--- src/rtl/comparator_4_if.sv ---
// Operand/result bundle for comparator_4.
// master drives operands; slave returns the relation code.
interface comparator_4_if #(
  parameter int WIDTH = 4
);
  logic             in_valid;
  logic [WIDTH-1:0] a;
  logic [WIDTH-1:0] b;
  logic [2:0]       c;
  logic             out_valid;

  modport master (
    output in_valid,
    output a,
    output b,
    input  c,
    input  out_valid
  );

  modport slave (
    input  in_valid,
    input  a,
    input  b,
    output c,
    output out_valid
  );
endinterface

--- src/rtl/comparator_4.sv ---
// Registered magnitude comparator, one-hot {gt,eq,lt} result.
// Define COMPARATOR_4_SIGNED_EN for two's complement operands.
module comparator_4 #(
  parameter int WIDTH = 4
) (
  input  logic           clk,
  input  logic           rst_n,
  comparator_4_if.slave  bus
);

  logic [WIDTH-1:0] a_w;
  logic [WIDTH-1:0] b_w;
  logic             gt;
  logic             eq;
  logic             lt;
  logic [2:0]       c_d;
  logic [2:0]       c_q;
  logic             v_d;
  logic             v_q;

  assign a_w = bus.a;
  assign b_w = bus.b;

  always_comb begin
    eq = (a_w == b_w);
`ifdef COMPARATOR_4_SIGNED_EN
    gt = ($signed(a_w) > $signed(b_w));
`else
    gt = (a_w > b_w);
`endif
    lt = ~gt & ~eq;
  end

  // c keeps the last result while no pair is offered
  always_comb begin
    c_d = c_q;
    v_d = bus.in_valid;
    if (bus.in_valid) begin
      c_d = {gt, eq, lt};
    end
  end

  always_ff @(posedge clk or negedge rst_n) begin
    if (!rst_n) begin
      c_q <= 3'b000;
      v_q <= 1'b0;
    end else begin
      c_q <= c_d;
      v_q <= v_d;
    end
  end

  assign bus.c         = c_q;
  assign bus.out_valid = v_q;

endmodule

--- src/flat_wrapper.sv ---
// flat-port wrapper written by rule: the top's interface ports become plain ports
module comparator_4_flat 
#(
  parameter int WIDTH = 4
)
  (clk, rst_n, bus_in_valid, bus_a, bus_b, bus_c, bus_out_valid);
  comparator_4_if #(.WIDTH(WIDTH)) bus_i ();
  input  logic clk;
  input  logic rst_n;
  input wire logic [$bits(bus_i.in_valid)-1:0] bus_in_valid;
  input wire logic [$bits(bus_i.a)-1:0] bus_a;
  input wire logic [$bits(bus_i.b)-1:0] bus_b;
  output wire logic [$bits(bus_i.c)-1:0] bus_c;
  output wire logic [$bits(bus_i.out_valid)-1:0] bus_out_valid;
  assign bus_i.in_valid = bus_in_valid;
  assign bus_i.a = bus_a;
  assign bus_i.b = bus_b;
  assign bus_c = bus_i.c;
  assign bus_out_valid = bus_i.out_valid;
  comparator_4 #(.WIDTH(WIDTH)) u_core (.clk(clk), .rst_n(rst_n), .bus(bus_i));
endmodule
--- config.mk ---
export PLATFORM = sky130hd
export DESIGN_NAME = comparator_4_flat
export DESIGN_NICKNAME = d
export VERILOG_FILES = /design/src/rtl/comparator_4_if.sv /design/src/rtl/comparator_4.sv /design/src/flat_wrapper.sv
export SDC_FILE = /design/constraint.sdc
export NUM_CORES = 1
export LEC_CHECK = 0
export ABC_AREA = 0
export CAP_MARGIN = 0
export CORE_AREA = 2 2 39 41
export DETAILED_ROUTE_END_ITERATION = 6
export DIE_AREA = 0 0 41 43
export PLACE_DENSITY_LB_ADDON = 0.12
export SLEW_MARGIN = 20
export SYNTH_ARGS = -nofsm -noshare
export SYNTH_HDL_FRONTEND = slang
export SYNTH_SLANG_ARGS = --single-unit
--- constraint.sdc ---
create_clock -name clk -period 0.8 [get_ports clk]
set_input_delay 0.24 -clock clk [delete_from_list [all_inputs] [get_ports clk]]
set_output_delay 0.24 -clock clk [all_outputs]
set_load 0.05 [all_outputs]
==> results.yml <==
global_route:
  grt_usage: 0.0865
  grt_pass1_vias: 293
  antenna_found_initial: 0
  grt_pass1_wl_um: 1020
  grt_start_max_net_pins: 5
  grt-ovfl-total: 0
timing:
  tightestPinTransition_ns: 0.282
  timing.final.ws_setup_ns: -0.248
  relSlewSlack: 0.811
  timing.final.crit_share: 1.31
  setup_viol: 6
  hold_violations: 0
  skew_ns: 0
  fin_tns_setup_ns: -1.28
  fmax_ghz: 0.954
  final_max_slew_viol_count: 0
  finalCriticalPeriod_ns: 1.05
  rsz0062_at_grt: "yes"
run_status:
  violations: "negative setup slack"
  status: "complete, but fails checks"
worst_setup_path:
  cp_data_arrival_time_ns: 0.81
  start_kind: "flip-flop"
  path_cells: "buf_12"
  critPathBufInv: 1
  critPathTopFamily: "flip-flops"
  cp_slowest_cell: "dfrtp_2"
  path_class: "reg -> out"
  crit_path_max_fanout: 2
  worst_ep_required_time_ns: 0.56
  end_kind: "primary output"
  slowest_delay_ns: 0.42
placed_design:
  place.gp.congestion: 0.540
  hpwlAfterDp_um: 482
  placed_cell_area_sq_um: 495
  io_buffers: 14
  pre_cts_ws_ns: -0.917
hold_path:
  hp-class: "in -> async"
pwr:
  ir_drop_uv: 497
  p_leak_nw: 0.268
  power.density_mw_per_mm2: 1520
  p_total_mw: 0.922
flow_run:
  cap_violations: 0
drt:
  num_vias: 260
  viasPerCell: 4.19
  wire_per_inst_um: 9.85
  drt_iter0_markers: 3
  ant_nets: 0
  firstDrtPassIters: 2
  routed_wl_um: 611
  drc: 0
cts:
  postCtsHoldBufs: 0
  cts_sinks: 4
  cts_buffers: 3
  clk_pin_slew_ns: 0.04
  cts_tree: "yes"
  clock_latency_ns: 0.23
  clock-root-buffer: "clkbuf_4"
  h-tree-depth: 1
  clock_path_buffers: 2
cells_and_area:
  multi_input_area_sq_um: 200
  fin_nets: 62
  synthToLayoutAreaGrowth_pct: 141
  design_area_sq_um: 606
  utilization: 0.438
  regArea_sq_um: 104
  drive_gt1_frac: 0.761
  fillCellCount: 131
  antenna_cells: 0
logic_synthesis:
  synth.area.top_cells: "dfrtp_1, ha_1, inv_1, nand2b_4, a32o_1"
  synth_area_sq_um: 251
  yosysMostFrequentCell: "inv_1"
  syn_inst: 24
  async_reset_ff_frac: 1.00
  yosysUniqueCellTypes: 13
  synth_seq_cells: 4
  netlist_top_cells_count: "inv_1, dfrtp_1, ha_1, nand2_1"
  yosysTopAreaCell: "dfrtp_1"
  yosys_warnings: 0
  synth_nets: 39
  synth_ff_type: "dfrtp_1"
  synth_top_area_share: 0.398
  ys_seq_area_frac: 0.398
  synth_area_per_cell_sq_um: 10.5
  synth_edf_count: 0
floorplanning:
  placeableCoreArea_sq_mm: 0.00138
  die_area_sq_mm: 0.00176
  rows: 14
  die_w_um: 41
  die_y_um: 43
  io_pins: 15
  start_util: 0.182
==> sequential cells by signal, summed over array words and instances, names as in the netlist <==
name and count:
u_core.bus.c 3, u_core.bus.out_valid 1
==> per-layer routing <==
| metal | GRT usage | part of all wire | vias to the layer above | wire length (um) |
|---|---|---|---|---|
| met5 | 0 | 0 | - | 0 |
| met4 | 0.0800 | 0 | 0 | 0 |
| met3 | 0.00524 | 0.082 | 0 | 50 |
| met2 | 0.153 | 0.59 | 12 | 363 |
| met1 | 0.0777 | 0.32 | 122 | 196 |
| li1 | - | - | 126 | - |
==> final timing paths <==
check | depth (start not counted) | to | from | slack (ns)
worst min register to register | 1 | u_core.bus.c[1] | u_core.bus.c[1] | 0.52
worst min-delay path | 1 | u_core.bus.out_valid | rst_n | 0.21
worst max register to register | 4 | u_core.bus.c[2] | u_core.bus.c[2] | -0.15
max in group asynchronous | 1 | u_core.bus.c[2] | rst_n | 0.41
worst max-delay path | 1 | bus_c[2] | u_core.bus.c[2] | -0.25
min in group clk | 2 | u_core.bus.out_valid | bus_in_valid | 0.46
==> per-stage QoR <==
step / hold WS [ns] / std cells
final: 0.205 / 62
after global routing: 0.214 / 62
after CTS: 0.205 / 62
after detailed placement: 0.455 / 55
after global placement: 0.454 / 55
after floorplan: -0.0556 / 24
==> cell usage in the layout, fill, tap and decap left out <==
| master | n |
|---|---|
| buf_6 | 8 |
| ha_4 | 4 |
| buf_12 | 4 |
| clkbuf_4 | 3 |
| buf_4 | 3 |
| dfrtp_2 | 3 |
| inv_2 | 2 |
| nand2_2 | 2 |
| inv_8 | 1 |
| inv_4 | 1 |
| nand2b_4 | 1 |
| nand4_1 | 1 |
| nor2b_4 | 1 |
| o211ai_1 | 1 |
| and3b_1 | 1 |
| a22oi_2 | 1 |
| inv_1 | 1 |
| nor3b_1 | 1 |
| a32o_1 | 1 |
| o21a_1 | 1 |
| clkbuf_1 | 1 |
| clkdlybuf4s50_1 | 1 |
| buf_8 | 1 |
| dlygate4sd2_1 | 1 |
| dfrtp_1 | 1 |
==> cell type report <==
type	instances	area share
Timing Repair Buffer	18	0.374
Multi-Input combinational cell	15	0.331
Sequential cell	4	0.171
Inverter	5	0.0475
Clock buffer	4	0.0434
Tap cell	16	0.0331
==> where the power goes <==
group | switching, mW | total (mW) | internal [mW] | leakage (nW)
clock network | 0.0863 | 0.274 | 0.187 | 0.0150
registers | 0.0241 | 0.252 | 0.228 | 0.0454
logic | 0.168 | 0.396 | 0.229 | 0.207
total | 0.278 | 0.922 | 0.644 | 0.268
==> cell families (layout without fill, tap and decap cells) <==
logic type      Yosys count  count (layout)  share of synthesized area
buf+inv                   5              27                     0.0746
fa+ha+maj                 4               4                      0.199
compound gates            4               4                      0.129
flops                     4               4                      0.398
simple gates              7               7                      0.199
==> repair_timing <==
| action | in CTS | in global routing |
|---|---|---|
| setup buffers | 3 | 0 |
| resized for setup | 49 | 4 |
| pin swaps | 8 | 7 |
| endpoints found under the setup margin | 7 | 7 |
No activity file was read; power rests on OpenSTA's default activity.
